**config.mk**
```make
export PLATFORM = sky130hd
export DESIGN_NAME = cass_capture
export DESIGN_NICKNAME = d
export VERILOG_FILES = /design/src/rtl/cass_pkg.sv /design/src/rtl/cass_bit_slicer.sv /design/src/rtl/cass_capture.sv
export SDC_FILE = /design/constraint.sdc
export NUM_CORES = 1
export LEC_CHECK = 0
export CAP_MARGIN = 0
export CORE_ASPECT_RATIO = 0.6
export CORE_UTILIZATION = 55
export DETAILED_ROUTE_END_ITERATION = 10
export PLACE_DENSITY = 0.89
export SLEW_MARGIN = 0
export SYNTH_ARGS = -nofsm -noshare
export SYNTH_HDL_FRONTEND = slang
export SYNTH_SLANG_ARGS = --single-unit
export TNS_END_PERCENT = 100
```
**constraint.sdc**
```tcl
create_clock -name clk -period 2.7 [get_ports clk]
set_clock_uncertainty 0.15 [all_clocks]
set_input_delay 0.675 -clock clk [delete_from_list [all_inputs] [get_ports clk]]
set_output_delay 0.675 -clock clk [all_outputs]
set_load 0.01 [all_outputs]
```
**src/rtl/cass_pkg.sv**
```systemverilog
// Shared types and constants for the cassette-output capture block.
package cass_pkg;

    typedef enum logic [1:0] {
        OFF  = 2'd0,
        HUNT = 2'd1,
        DATA = 2'd2
    } cass_state_t;

    // First byte of every block; data bytes are framed from the bit after it.
    localparam logic [7:0] SYNC_BYTE  = 8'hA5;

    // Level code on io_data[1:0] that marks a cassette pulse.
    localparam logic [1:0] PULSE_CODE = 2'b01;

    // A port-FF write is a pulse only when it also keeps the motor on.
    function automatic logic is_pulse(input logic [2:0] data);
        return data[2] && (data[1:0] == PULSE_CODE);
    endfunction

endpackage

```
**src/rtl/cass_bit_slicer.sv**
```systemverilog
// Turns 500-baud clock/data pulses into bits. It owns the cell timer t,
// the data-pulse flag and the first-pulse flag. All outputs are combinational,
// so the top level can act on a bit in the same cycle as the pulse.
module cass_bit_slicer #(
    parameter int HALF_CELL = 1750,
    parameter int GAP_MAX   = 7000
) (
    input  logic clk,
    input  logic reset,
    input  logic pulse,
    input  logic clear,
    output logic bit_valid,
    output logic bit_value,
    output logic gap,
    output logic dup_pulse
);

    localparam int             T_W    = $clog2(GAP_MAX + 1);
    localparam logic [T_W-1:0] T_HALF = T_W'(HALF_CELL);
    localparam logic [T_W-1:0] T_MAX  = T_W'(GAP_MAX);

    logic [T_W-1:0] t;
    logic           dflag;
    logic           first;
    logic           first_eff;
    logic           late;

    // Classify this cycle: clock pulse (emits a bit), data pulse, duplicate data pulse, or timeout.
    always_comb begin
        // NOTE: every output gets a default before any branch; a path that
        // leaves one unassigned would infer a latch.
        first_eff = first || clear;
        late      = (t >= T_HALF);
        bit_valid = 1'b0;
        gap       = 1'b0;
        dup_pulse = 1'b0;
        bit_value = dflag;
        if (pulse) begin
            if (!first_eff) begin
                bit_valid = late;
                dup_pulse = !late && dflag;
            end
        end else if (!first_eff && (t == T_MAX)) begin
            // A pulse in the same cycle takes precedence over the timeout.
            gap       = 1'b1;
            bit_valid = 1'b1;
        end
    end

    // Cell timer and flags; clear restarts the capture, and a pulse arriving with it is the first clock.
    always_ff @(posedge clk) begin
        // NOTE: state is updated with non-blocking assignments so every
        // register samples the pre-edge values regardless of statement order.
        if (reset) begin
            t     <= '0;
            dflag <= 1'b0;
            first <= 1'b1;
        end else if (clear) begin
            t     <= '0;
            dflag <= 1'b0;
            first <= !pulse;
        end else if (pulse && (first || late)) begin
            t     <= '0;
            dflag <= 1'b0;
            first <= 1'b0;
        end else begin
            if (t != T_MAX) begin
                t <= t + 1'b1;
            end
            if (pulse && !dflag) begin
                dflag <= 1'b1;
            end
            if (gap) begin
                first <= 1'b1;
                dflag <= 1'b0;
            end
        end
    end

endmodule

```
**src/rtl/cass_capture.sv**
```systemverilog
// Captures port-FF cassette writes from a CSAVE as bytes and streams them
// out through a simple buffer write port.
module cass_capture
    import cass_pkg::*;
#(
    parameter int ADDR_W    = 14,
    parameter int HALF_CELL = 1750,
    parameter int GAP_MAX   = 7000
) (
    input  logic              clk,
    input  logic              reset,
    input  logic              io_wr,
    input  logic [2:0]        io_data,
    output logic              wr_en,
    output logic [ADDR_W-1:0] wr_addr,
    output logic [7:0]        wr_data,
    output logic              motor,
    output logic              synced,
    output logic              done,
    output logic              err,
    output logic              full
);

    localparam logic [ADDR_W-1:0] ADDR_LAST = '1;

    cass_state_t state;
    cass_state_t state_nxt;
    logic [7:0]  sr;
    logic [7:0]  sr_nxt;
    logic [7:0]  sr_shift;
    logic [2:0]  bitcnt;
    logic [2:0]  bitcnt_nxt;
    logic        motor_rise;
    logic        motor_fall;
    logic        pulse;
    logic        clear;
    logic        bit_valid;
    logic        bit_value;
    logic        gap;
    logic        dup_pulse;
    logic        write_req;
    logic        done_nxt;
    logic        full_now;

    // Decode motor edges and pulses; the motor is handled first, so a falling write never counts as a pulse.
    always_comb begin
        motor_rise = io_wr && io_data[2] && !motor;
        motor_fall = io_wr && !io_data[2] && motor;
        pulse      = io_wr && is_pulse(io_data);
        clear      = motor_rise || motor_fall;
    end

    cass_bit_slicer #(
        .HALF_CELL (HALF_CELL),
        .GAP_MAX   (GAP_MAX)
    ) u_slicer (
        .clk       (clk),
        .reset     (reset),
        .pulse     (pulse),
        .clear     (clear),
        .bit_valid (bit_valid),
        .bit_value (bit_value),
        .gap       (gap),
        .dup_pulse (dup_pulse)
    );

    // Next state: shift in each bit, hunt for the sync byte, frame bytes, end the block on a gap.
    always_comb begin
        state_nxt  = state;
        sr_nxt     = sr;
        bitcnt_nxt = bitcnt;
        write_req  = 1'b0;
        done_nxt   = 1'b0;
        sr_shift   = {sr[6:0], bit_value};
        if (motor_rise) begin
            state_nxt  = HUNT;
            sr_nxt     = '0;
            bitcnt_nxt = '0;
        end else if (motor_fall) begin
            // A partially assembled byte is dropped here.
            state_nxt  = OFF;
            sr_nxt     = '0;
            bitcnt_nxt = '0;
        end else if (bit_valid && (state != OFF)) begin
            sr_nxt = sr_shift;
            case (state)
                HUNT: begin
                    if (sr_shift == SYNC_BYTE) begin
                        write_req  = 1'b1;
                        state_nxt  = DATA;
                        bitcnt_nxt = '0;
                    end
                end
                DATA: begin
                    bitcnt_nxt = bitcnt + 3'd1;
                    write_req  = (bitcnt == 3'd7);
                end
                default: begin
                end
            endcase
            // Gap closes the block; the address is kept so the next block appends.
            if (gap && ((state == DATA) || (state_nxt == DATA))) begin
                state_nxt = HUNT;
                done_nxt  = 1'b1;
            end
        end
    end

    // State register, shift register and latched motor bit.
    always_ff @(posedge clk) begin
        if (reset) begin
            state  <= OFF;
            sr     <= '0;
            bitcnt <= '0;
            motor  <= 1'b0;
        end else begin
            state  <= state_nxt;
            sr     <= sr_nxt;
            bitcnt <= bitcnt_nxt;
            if (io_wr) begin
                motor <= io_data[2];
            end
        end
    end

    // The last slot counts as used in the cycle it is written, before full has registered.
    assign full_now = full || (wr_en && (wr_addr == ADDR_LAST));
    assign synced   = (state == DATA);

    // Write port: issue the byte at the current address, then advance the address or saturate into full.
    always_ff @(posedge clk) begin
        if (reset) begin
            wr_en   <= 1'b0;
            wr_addr <= '0;
            wr_data <= '0;
            done    <= 1'b0;
            err     <= 1'b0;
            full    <= 1'b0;
        end else begin
            wr_en <= 1'b0;
            done  <= done_nxt;
            if (motor_rise) begin
                wr_addr <= '0;
                err     <= 1'b0;
                full    <= 1'b0;
            end else begin
                if (wr_en) begin
                    if (wr_addr == ADDR_LAST) begin
                        full <= 1'b1;
                    end else begin
                        wr_addr <= wr_addr + 1'b1;
                    end
                end
                if (dup_pulse) begin
                    err <= 1'b1;
                end
                if (write_req && !full_now) begin
                    wr_en   <= 1'b1;
                    wr_data <= sr_shift;
                end
            end
        end
    end

endmodule

```
Word level (Yosys, flattened, before mapping)
Cells that the tools add are included.
W data, S select, Z words.
{"block": "totals", "ff_bits": 54, "latch_bits": 0, "mem_bits_rw": 0, "romBits": 0, "in_bits": 6, "out_inout_bits": 28, "wordCells": 97, "n_memories": 0}
{"block": "op_classes", "addsub": 3, "multipliers": 0, "n_div": 0, "order_cmp": 1, "n_eq_ne": 10, "shifts": 0, "mux": 27, "bitwise_logic": 3, "reduce_logical": 39}
{"operator": "$mux W1", "count": 18}
{"operator": "$add A14 B1 Y14 const B", "count": 1}
{"operator": "$eq A14 B14 Y1 const B", "count": 1}
{"operator": "$logic_and A1 B1 Y1", "count": 14}
{"operator": "$add A13 B1 Y13 const B", "count": 1}
{"operator": "$eq A13 B13 Y1 const B", "count": 1}
{"operator": "$ge A13 B11 Y1 const B", "count": 1}
{"operator": "$ne A13 B13 Y1 const B", "count": 1}
{"operator": "$mux W2", "count": 6}
{"operator": "$eq A8 B8 Y1 const B", "count": 1}
{"operator": "$reduce_or A4 Y1", "count": 2}
{"operator": "$logic_not A1 Y1", "count": 7}
{"operator": "$pmux W3 S2", "count": 1}
{"operator": "$reduce_and A2 Y1", "count": 3}
{"operator": "$reduce_bool A3 Y1", "count": 2}
{"operator": "$reduce_or A3 Y1", "count": 2}
{"operator": "$logic_or A1 B1 Y1", "count": 5}
{"operator": "$eq A2 B1 Y1 const B", "count": 2}
{"operator": "$eq A2 B2 Y1 const B", "count": 2}
{"operator": "$reduce_bool A2 Y1", "count": 2}
{"operator": "$add A3 B1 Y3 const B", "count": 1}
{"operator": "$eq A3 B3 Y1 const B", "count": 1}
{"operator": "$mux W3", "count": 1}
{"operator": "$not A1 Y1", "count": 3}
{"operator": "4 further kinds", "count": 4}

Longest topological paths before layout
{"block": "logic_depth", "ltp_word": 20, "depth_mapped": 8, "depth_no_buf": 7}

Modules after synthesis
Synthesis repeated with hierarchy kept, for this count alone.
{"block": "unflattened", "hier_cells": 317, "area_unflattened_um2": 2725.1}
{"module": "cass_capture", "n_inst": 1, "cells_each": 223, "area_per_inst_um2": 1871.8, "seq_area_each_um2": 780.7}
{"module": "cass_bit_slicer", "n_inst": 1, "cells_each": 94, "area_per_inst_um2": 853.3, "seq_area_each_um2": 300.3}

Least setup slack after synthesis
No wires, ideal clock.
{"block": "synth_path", "path_kind": "input -> register", "startpoint": "input io_data[1]", "endpoint": "register bitcnt[0]", "setup_time_ns": 0.072, "t_arrival_ns": 1.967, "required_ns": 2.478, "slack_ns": 0.512, "cell_stages": 5, "path_buffers": 0, "cell_sequence": "and4b_4 -> and3b_2 -> nand4_4 -> a311oi_4 -> mux2i_1"}
{"block": "synth_via", "elab_chain_cells": 6}
{"item": "start, declared", "line_no": "cass_capture.sv:13", "source": "input logic [2:0] io_data,"}
{"item": "$eq A2 B1 Y1", "line_no": "cass_pkg.sv:18", "source": "return data[2] && (data[1:0] == PULSE_CODE);"}
{"item": "$logic_and A1 B1 Y1", "line_no": "cass_pkg.sv:18"}
{"item": "$logic_and A1 B1 Y1", "line_no": "cass_capture.sv:49", "source": "pulse = io_wr && is_pulse(io_data);"}
{"item": "$mux W1", "line_no": "cass_bit_slicer.sv:38", "source": "if (pulse) begin"}
{"item": "$logic_and A1 B1 Y1", "line_no": "cass_capture.sv:84", "source": "end else if (bit_valid && (state != OFF)) begin"}
{"item": "$reduce_and A3 Y1 (no source line)"}
{"item": "end signal, assigned", "line_no": "cass_capture.sv:119", "source": "bitcnt <= bitcnt_nxt;"}
{"item": "end, declared", "line_no": "cass_capture.sv:31", "source": "logic [2:0] bitcnt;"}
Every way passes these cells.
A chain may end at the register's enable or synchronous reset.

Worst setup path in the final report
{"block": "layout_path", "startpoint": "input io_data[2]", "endpoint": "register done"}
{"block": "layout_via", "elab_chain_cells": 12, "word_cells_on_any_way": 20, "classes_between": "mux: 5; bitwise: 1; reduce/logical: 14"}
{"item": "$logic_not A1 Y1", "line_no": "cass_capture.sv:48", "source": "motor_fall = io_wr && !io_data[2] && motor;"}
{"item": "$logic_and A1 B1 Y1 (2 in series)", "line_no": "cass_capture.sv:48"}
{"item": "$logic_or A1 B1 Y1", "line_no": "cass_capture.sv:50", "source": "clear = motor_rise || motor_fall;"}
{"item": "$logic_or A1 B1 Y1", "line_no": "cass_bit_slicer.sv:32", "source": "first_eff = first || clear;"}
{"item": "$logic_not A1 Y1"}
{"item": "$logic_and A1 B1 Y1", "line_no": "cass_bit_slicer.sv:43", "source": "end else if (!first_eff && (t == T_MAX)) begin"}
{"item": "$mux W1", "line_no": "cass_bit_slicer.sv:43"}
{"item": "$mux W1", "line_no": "cass_bit_slicer.sv:38"}
{"item": "$logic_and A1 B1 Y1", "line_no": "cass_capture.sv:84"}
{"item": "$not A1 Y1 (no source line)"}
{"item": "$reduce_or A4 Y1 (no source line)"}
{"item": "end signal, assigned", "line_no": "cass_capture.sv:141", "source": "done <= done_nxt;"}
{"item": "end, declared", "line_no": "cass_capture.sv:19", "source": "output logic done,"}
Parallel ways exist; a longest one is shown, timed or not.

==> impl_results.md <==
* RSZ-0062 raised after global routing: no
* CTS Buffer Depth at 2
* Arrival @ worst endpoint at 2.56 ns
* GR peak layer: met2
* Layout fillers at 386
* Sequential cell area fraction in the yosys report at 39.1%
* DIE HEIGHT at 56.9 microns
* CP Data Required Time at 2.73 ns
* DR iter-0 viols at 91
* Count of input and output buffers at 33
* Met3 Usage GRT at 5.96%
* Switching part of the total at 23.7%
* DR WL/cell at 15.1 microns
* Synth area leaders: dfxtp_1, mux2i_1, nor2_1
* Worst vdd ir at 0.000275 V
* FMAX at 395 MHz
* Tmin final at 2.53 ns
* Worst slew margin at 49.1%
* Postcts setup bufs at 0
* Post-synth cell types at 58
* Syn_area_per_cell at 9.39 sq um
* Top-count cell post-synth: dfxtp_1
* Rows at 19
* Number of flops mapped to enable cells by yosys at 0
* Combinational power share at 7.3%
* Power per Cell Area at 418 nW/um^2
* Clock slew at reported path FFs at 0.10 ns
* Crit path cell chain: clkdlybuf4s50_1, and4b_4, a211oi_2, nand2_4, or3_1, nor3_1
* Startpoint Class: primary input
* Total clock sinks at 54
* Buf+Inv Stages, Crit Path at 1
* Pin count of the biggest net entering global routing at 22
* Synth Instances at 294
* Routing usage on met2 at 41.5%
* Met1 Use GR at 33.9%
* Final cell count without fillers at 411
* CP max stage cell: clkdlybuf4s50_1
* Synthesized cell area at 2760 sq um
* Final worst slack at 0.165 ns
* Most used DFF post-synth: dfxtp_1
* Post-synth top cells: dfxtp_1, nor2_1, nand2_1, mux2i_1, nand2b_1
* Setup TNS at 0 ns
* Internal Power at 1.08 mW
* Placement Setup Slack at -0.137 ns
* # placed instances at 403
* CP endpoint kind: flop
* Max Slew Vio Count at 0
* Core ar. at 4710 sq um
* Die footprint at 5320 sq um
* Via Count at 2347
* Die extent in x at 93.5 microns
* CP max stage delay at 0.46 ns
* Least-Margin Pin Slew at 0.760 ns
* Initial Util at 58.7%
* Diode count at 0
* GRT Total Usage at 25.7%
* Initial antenna violation count at 0
* # setup viols final at 0
* Reg power frac at 57.0%
* Io pins at 34
* Drt via density at 5.71
* Hold-fix buffers, CTS at 0
* WHS at 0.320 ns
* WL final at 6220 microns
* NetSw at 336 uW
* H-tree lvl count at 2
* Vias in the first global route at 2317
* Placed inst area at 3280 sq um
* Residual DRC at 0
* Yosys reg bits at 54
* Fraction of layout cells with a size suffix above 1 at 12.9%
* Final period utilization at 93.9%
* Routed Antenna Nets at 0
* Crit path max-delay family: simple AND/OR/NAND/NOR gates
* Num CTS Buffers at 5
* Outcome: completed
* Grt ovf at 0
* DR pass1 iterations at 5
* Nets at 362
* Area fraction of the dominant cell type after synthesis at 39.1%
* Synth-to-layout area growth at 23.1%
* CTS Root Cell: clkbuf_8
* Routability congestion estimate at 0.914
* Cell taking the most area after synthesis: dfxtp_1
* Asr flop ratio synth at 0%
* Mapped Nets at 309
* Worst hold path class: flop to flop
* Max-cap violation count at 0
* DPL Wire Length at 4560 microns
* CTS tree: yes
* First-pass GRT wire length at 10700 microns
* Leakage at 1.26 nW
* Clock share of power at 35.7%
* Worst skew pair latency at 0.31 ns
* Syn. warnings at 0
* CP max FO at 5
* Final Hold Fails at 0
* CP Class: primary input to flop
* Final instance area at 3400 sq um
## stage by stage
step | utilization [%] | total power, mW
4_1_cts | 72.0 | 1.42
3_5_place_dp | 69.7 | 0.926
5_1_grt | 72.2 | 1.48
2_1_floorplan | - | 0.885
3_3_place_gp | 69.7 | 0.921
6_report | 72.2 | 1.42
## area by class of cell
type	instances	area, sq um	share of cell area, %
Tap cell	63	78.8	2.32
Inverter	10	37.5	1.10
Clock buffer	7	96.3	2.84
Clock inverter	1	8.76	0.258
Timing Repair Buffer	53	480	14.1
Sequential cell	54	1080	31.8
Multi-Input combinational cell	223	1620	47.5
## placed cells by master, fill, tap and decap left out, drive strengths merged, types with 4 or more instances in the layout
master         count
a21oi              9
a31oi              5
buf               20
clkbuf             7
clkdlybuf4s50     33
dfxtp             54
ha                 9
inv               10
mux2i             22
nand2             26
nand2b            19
nand3             12
nand4              5
nand4b             4
nor2              33
nor3              12
xnor2             12
xor2              10
## logic make-up (layout without fill, tap and decap cells)
group | count (synthesis) | in the layout | share of synthesized area (%)
compound gates | 36 | 36 | 11.2
fa+ha+maj | 9 | 9 | 4.08
xor+xnor | 22 | 22 | 6.98
mux | 22 | 22 | 7.97
buf+inv | 17 | 71 | 2.76
simple gates | 134 | 134 | 27.9
flops | 54 | 54 | 39.1
## flip-flops by register name, summed over array words and instances, names as in the netlist
signal / count
done: 1
bitcnt: 3
wr_data: 8
err: 1
state: 2
motor: 1
u_slicer.t: 13
u_slicer.bit_value: 1
u_slicer.first: 1
wr_en: 1
wr_addr: 14
full: 1
sr: 7
## power by group through the flow
stage	Sequential, mW	Combinational [mW]	Clock [mW]
2_1_floorplan	0.827	0.0576	0
4_1_cts	0.809	0.0993	0.514
3_5_place_dp	0.828	0.0982	0
6_report	0.809	0.103	0.507
3_3_place_gp	0.827	0.0941	0
5_1_grt	0.811	0.112	0.556
## final timing paths
check                      from    endpoint  slack [ns]  cells past startpoint
setup reg to reg  u_slicer.t[0]  wr_data[6]        0.27                      9
hold reg to reg       bitcnt[2]   bitcnt[2]        0.32                      2
hold / removal        bitcnt[2]   bitcnt[2]        0.32                      2
setup / recovery     io_data[2]        done        0.17                      6
## worst register-to-register path: cells and delay by family (launching register included)
| family | cells | cell delay, ns |
|---|---|---|
| AO/OA/AOI/OAI | 2 | 0.62 |
| buffers and inverters | 3 | 0.56 |
| flip-flops | 1 | 0.36 |
| AND/OR/NAND/NOR | 2 | 0.27 |
| multiplexers | 1 | 0.22 |
| adder cells (fa/ha/maj) | 1 | 0.19 |
## routing by layer
metal  wire length [microns]  vias up  share of wire, %
li1                        -     1150                 -
met1                    2980     1110                48
met2                    2860       77                46
met3                     301       10               4.8
met4                      76        0               1.2
met5                       0        -                 0
## timing repair
item                                    CTS  global route
endpoints found under the setup margin    0            13
gates resized for setup                   0             1
endpoints found under the hold margin     0             0
Note: power is estimated with default switching activity, not from simulation.
